## config.mk

```make
export PLATFORM = sky130hd
export DESIGN_NAME = word_serializer
export DESIGN_NICKNAME = d
export VERILOG_FILES = /design/src/rtl/serial_pkg.sv /design/src/rtl/bit_tick_gen.sv /design/src/rtl/word_serializer.sv
export SDC_FILE = /design/constraint.sdc
export NUM_CORES = 1
export LEC_CHECK = 0
export CORE_ASPECT_RATIO = 1.75
export CORE_MARGIN = 10
export CORE_UTILIZATION = 25
export DETAILED_ROUTE_END_ITERATION = 10
export GPL_ROUTABILITY_DRIVEN = 1
export PLACE_DENSITY_LB_ADDON = 0.2
export SETUP_SLACK_MARGIN = 0.1
export SYNTH_ARGS = -nofsm -noshare
export SYNTH_HDL_FRONTEND = slang
export SYNTH_SLANG_ARGS = --single-unit
```

## constraint.sdc

```tcl
create_clock -name clock -period 1.65 [get_ports clock]
set_input_delay 0.165 -clock clock [delete_from_list [all_inputs] [get_ports clock]]
set_output_delay 0.165 -clock clock [all_outputs]
set_load 0.05 [all_outputs]
```

## src/rtl/serial_pkg.sv

```systemverilog
// Shared types and widths for the serial shift-register path:
// serializer states and the word width used by the downstream register.
package serial_pkg;

  typedef enum logic [1:0] {
    IDLE  = 2'd0,
    SHIFT = 2'd1,
    DONE  = 2'd2
  } ser_state_t;

  localparam int WORD_W = 32;

endpackage

```

## src/rtl/bit_tick_gen.sv

```systemverilog
// Bit-period divider: while running, asserts tick once every DIV clocks,
// starting DIV-1 cycles after a clear.
module bit_tick_gen #(
  parameter int DIV = 1
) (
  input  logic clock,
  input  logic reset,
  input  logic run,
  input  logic clr,
  output logic tick
);

  localparam int CW = (DIV > 1) ? $clog2(DIV) : 1;
  localparam logic [CW-1:0] LAST_CNT = CW'(DIV - 1);

  logic [CW-1:0] div_cnt_r;

  // Divider counter; wraps to zero on the tick cycle
  always_ff @(posedge clock) begin
    if (reset) begin
      div_cnt_r <= {CW{1'b0}};
    end else if (clr) begin
      div_cnt_r <= {CW{1'b0}};
    end else if (run && (div_cnt_r == LAST_CNT)) begin
      div_cnt_r <= {CW{1'b0}};
    end else if (run) begin
      div_cnt_r <= div_cnt_r + CW'(1);
    end else begin
      div_cnt_r <= div_cnt_r;
    end
  end

  assign tick = (div_cnt_r == LAST_CNT);

endmodule

```

## src/rtl/word_serializer.sv

```systemverilog
// Parallel-to-serial front end for the shift register: accepts a word over
// valid/ready and emits it MSB first with one enable strobe per bit period.
module word_serializer
  import serial_pkg::*;
#(
  parameter int WIDTH = WORD_W,
  parameter int DIV   = 1
) (
  input  logic             clock,
  input  logic             reset,
  input  logic [WIDTH-1:0] data_in,
  input  logic             load_valid,
  output logic             load_ready,
  output logic             ser_bit,
  output logic             ser_enable,
  output logic             busy,
  output logic             done
);

  localparam int BW = $clog2(WIDTH + 1);
  localparam logic [BW-1:0] LAST_BIT = BW'(WIDTH - 1);

  ser_state_t       state_r;
  ser_state_t       state_nxt_s;
  logic [WIDTH-1:0] hold_r;
  logic [BW-1:0]    bit_cnt_r;
  logic             tick_s;
  logic             accept_s;
  logic             strobe_s;

  assign accept_s = load_valid & load_ready;
  assign strobe_s = (state_r == SHIFT) & tick_s;

  bit_tick_gen #(
    .DIV (DIV)
  ) u_tick (
    .clock (clock),
    .reset (reset),
    .run   (state_r == SHIFT),
    .clr   (accept_s),
    .tick  (tick_s)
  );

  // State register
  always_ff @(posedge clock) begin
    if (reset) begin
      state_r <= IDLE;
    end else begin
      state_r <= state_nxt_s;
    end
  end

  // Next-state logic; DONE is a single-cycle pass-through back to IDLE
  always_comb begin
    state_nxt_s = state_r;
    case (state_r)
      IDLE: begin
        if (accept_s) state_nxt_s = SHIFT;
        else          state_nxt_s = IDLE;
      end
      SHIFT: begin
        if (strobe_s && (bit_cnt_r == LAST_BIT)) state_nxt_s = DONE;
        else                                      state_nxt_s = SHIFT;
      end
      DONE:    state_nxt_s = IDLE;
      default: state_nxt_s = IDLE;
    endcase
  end

  // Holding register and bit counter; shift happens after the MSB is strobed out
  always_ff @(posedge clock) begin
    if (reset) begin
      hold_r    <= {WIDTH{1'b0}};
      bit_cnt_r <= {BW{1'b0}};
    end else if (accept_s) begin
      hold_r    <= data_in;
      bit_cnt_r <= {BW{1'b0}};
    end else if (strobe_s) begin
      hold_r    <= {hold_r[WIDTH-2:0], 1'b0};
      bit_cnt_r <= bit_cnt_r + BW'(1);
    end else begin
      hold_r    <= hold_r;
      bit_cnt_r <= bit_cnt_r;
    end
  end

  assign load_ready = (state_r == IDLE) & ~reset;
  assign busy       = (state_r != IDLE) & ~reset;
  assign ser_enable = strobe_s & ~reset;
  assign ser_bit    = hold_r[WIDTH-1] & ~reset;
  assign done       = (state_r == DONE) & ~reset;

endmodule

```

==> impl_metrics.sql <==
INSERT INTO impl_metrics (metric_group, metric, value, unit) VALUES
('status', 'outcome', 'complete, no violations', ''),
('floorplan', 'core.rowCount', '40', ''),
('grt', 'grt_overflow_total', '0', ''),
('drt', 'wirelength', '5.05', 'mm'),
('finish', 'layout-drive-gt1-share', '14.0', '%'),
('power', 'power_share_of_the_sequential_group', '38.4', '%'),
('place', 'dp_slack', '42.5', 'ps'),
('cts', 'cts.sink_count', '41', ''),
('timing', 'unrepaired_setup_endpoints_after_global_routing', 'true', ''),
('drt', 'postRouteAntennaNets', '0', ''),
('grt', 'grt_start_max_net_pins', '34', ''),
('finish', 'nNetsFinal', '306', ''),
('floorplan', 'start_util', '25.9', '%'),
('drt', 'drt-wirelength-per-cell', '14.2', 'um'),
('drt', 'drt_iter0_markers', '92', ''),
('cts', 'clock_tree_from_tritoncts', 'built', ''),
('floorplan', 'floorplan.core_area', '0.00691', 'mm2'),
('yosys', 'synth.lib_cells_used.distinct', '24', ''),
('floorplan', 'die_area', '0.0111', 'mm2'),
('grt', 'grt_util_all_layers', '9.16', '%'),
('yosys', 'postSynthRegisterBits', '41', ''),
('job', 'drv.max_cap_violation_count', '0', ''),
('timing', 'worst_slew_margin_rel', '76.9', '%'),
('timing', 'max_freq', '0.632', 'GHz'),
('floorplan', 'floorplan.die.height', '132', 'um'),
('grt', 'grt_pass1_wl', '8.56', 'mm'),
('place', 'place_congestion', '0.759', ''),
('grt', 'grt_pass1_vias', '1751', ''),
('timing', 'worst_pin_slew', '344', 'ps'),
('drt', 'detailroute.via_count', '1690', ''),
('power', 'max-vdd-ir-drop', '0.442', 'mV'),
('drt', 'via_per_inst', '4.76', ''),
('critical_path', 'path_class', 'flop to output port', ''),
('timing', 'finClkSkew', '2.32', 'ps'),
('timing', 'min_period', '1580', 'ps'),
('critical_path', 'end_kind', 'output port', ''),
('place', 'post_detail_place_hpwl', '3.53', 'mm'),
('power', 'pd_cells', '1110', 'mW/mm2'),
('cts', 'post_cts_hold_buffer_count', '0', ''),
('power', 'share_comb_of_total_power', '18.5', '%'),
('timing', 'finalSetupTns', '0', 'ps'),
('yosys', 'synth-seq-area-share', '45.8', '%'),
('timing', 'final.period_utilization', '95.9', '%'),
('hold_path', 'hold_class', 'input pin to flop', ''),
('place', 'io_buffers', '39', ''),
('grt', 'antenna_found_initial', '0', ''),
('yosys', 'synth_area_per_cell', '7.82', 'um2'),
('floorplan', 'top_level_ports', '40', ''),
('critical_path', 'crit_path_start_kind', 'flop', ''),
('finish', 'area_growth_syn_to_layout', '47.4', '%'),
('floorplan', 'die_width', '84.0', 'um'),
('timing', 'setup_viol', '0', ''),
('finish', 'final.fill_count', '712', ''),
('power', 'clock_power_share', '43.2', '%'),
('cts', 'clock_tree.buffer_depth', '2', ''),
('yosys', 'netlist_instances', '229', ''),
('critical_path', 'cp.arrival', '1420', 'ps'),
('drt', 'firstDrtPassIters', '4', ''),
('yosys', 'synthesis.area', '0.00179', 'mm2'),
('power', 'total_switching_power', '718', 'uW'),
('drt', 'drc', '0', ''),
('critical_path', 'reg2reg_setup_slack', '170', 'ps'),
('yosys', 'synth_nets', '265', ''),
('cts', 'clk_pin_slew_worst_paths', '60', 'ps'),
('power', 'power.internal', '2200', 'uW'),
('power', 'total_leakage_power', '0.000955', 'uW'),
('finish', 'antennaDiodeCount', '0', ''),
('cts', 'h_tree_levels', '2', ''),
('timing', 'final_hold_viol_count', '0', ''),
('critical_path', 'crit_path_max_fanout', '4', ''),
('cts', 'cts_inserted_buffers', '5', ''),
('yosys', 'yosys_warnings', '0', ''),
('cts', 'insertion_delay', '280', 'ps'),
('timing', 'final_max_tran_viols', '0', ''),
('power', 'p_sw_share', '24.6', '%'),
('timing', 'timing.final.ws_setup', '68.0', 'ps'),
('cts', 'clock-root-buffer', 'clkbuf_16', ''),
('critical_path', 'crit_required', '1480', 'ps');
-- cells by family (layout without fill, tap and decap cells) --
kind of cell             count (synthesis)  in the layout  share of synthesized area [%]
XOR/XNOR                                 1              1                          0.489
adder cells (fa/ha/maj)                  1              1                          0.699
AO/OA/AOI/OAI                           73             73                           25.2
buffers and inverters                   21             63                           4.68
AND/OR/NAND/NOR                         92             92                           23.1
flip-flops                              41             41                           45.8
-- metal layers --
layer / up-vias / part of all wire [%] / track usage, %
met5: - / 0 / 0
met2: 29 / 51 / 15.0
met3: 6 / 3.9 / 2.35
met1: 772 / 43 / 10.7
met4: 0 / 2.0 / 4.49
li1: 883 / - / -
-- area by class of cell --
type,instances,area (um2),share of cell area (%)
Timing Repair Buffer,54,591,22.4
Inverter,1,3.75,0.142
Tap cell,84,105,3.98
Sequential cell,41,830,31.4
Clock inverter,3,65.1,2.47
Multi-Input combinational cell,167,920,34.9
Clock buffer,5,125,4.74
-- metrics by stage --
stage / hold slack, ps / power, uW / utilization [%] / area (um2) / std cells
2_1_floorplan: 301 / 1430 / - / 1800 / 229
3_3_place_gp: 448 / 1660 / 34.6 / 2390 / 344
3_5_place_dp: 452 / 1670 / 34.6 / 2390 / 344
4_1_cts: 430 / 2950 / 38.1 / 2630 / 355
5_1_grt: 474 / 3070 / 38.2 / 2640 / 355
6_report: 440 / 2920 / 38.2 / 2640 / 355
-- worst paths after layout --
path,to,startpoint,depth (start not counted)
max,ser_enable,u_tick.div_cnt_r,4
max reg2reg,state_r[0],state_r[1],4
min,hold_r[0],data_in[0],3
min reg2reg,hold_r[18],hold_r[18],2
-- state kept, by name, summed over array words and instances (netlist names) --
signal            count
state_r               2
bit_cnt_r             6
u_tick.div_cnt_r      1
hold_r               32
-- placed cells by master (no fill, tap or decap), types with 2 or more instances in the layout --
master / Yosys / routed
nand2b_1: 4 / 4
o21ai_1: 2 / 2
or3b_4: 0 / 2
nand2_1: 35 / 35
a21oi_1: 37 / 37
or3_1: 2 / 2
nand3_1: 3 / 3
or4_1: 3 / 2
a211oi_1: 30 / 30
dfxtp_1: 41 / 38
bufinv_16: 0 / 2
buf_4: 0 / 12
buf_12: 0 / 8
o31ai_1: 2 / 2
clkdlybuf4s50_1: 0 / 34
clkbuf_16: 0 / 5
dfxtp_4: 0 / 2
nor3b_4: 0 / 2
nor2_1: 37 / 36
-- power by group through the flow --
stage	registers [uW]	clock network, uW	logic (uW)
3_3_place_gp	1140	0	519
6_report	1120	1260	539
2_1_floorplan	1130	0	291
5_1_grt	1130	1340	600
4_1_cts	1120	1290	549
3_5_place_dp	1140	0	522
-- synthesized netlist by cell type --
library cell	n	share of area (%)
nor3_1	1	0.28
o2bb2ai_1	1	0.49
o31ai_1	2	0.84
nor2_1	37	7.8
clkbuf_1	16	3.4
inv_1	1	0.21
ha_1	1	0.70
dfxtp_1	41	46
nor3b_1	1	0.42
nand4_1	1	0.35
nand2_1	35	7.3
or3b_1	2	0.98
nand2b_1	4	1.4
nor2b_1	1	0.35
nand3_1	3	0.84
a22oi_1	1	0.42
o21ai_1	2	0.56
xnor2_1	1	0.49
or4_1	3	1.3
or3_1	2	0.70
nor3b_2	2	1.4
buf_2	4	1.1
a21oi_1	37	10
a211oi_1	30	13
-- repair_timing --
action,4_1_cts,5_1_grt
pin swaps,1,1
buffers inserted,3,0
gates resized for setup,10,2
setup endpoints to repair,1,4
-- critical path, cell delays in order, from the launching register on --
cell and delay [ps]:
dfxtp_2 340, or3b_4 420, buf_12 140, nor2_4 90, buf_12 140
Power figures use the tool's default switching activity.
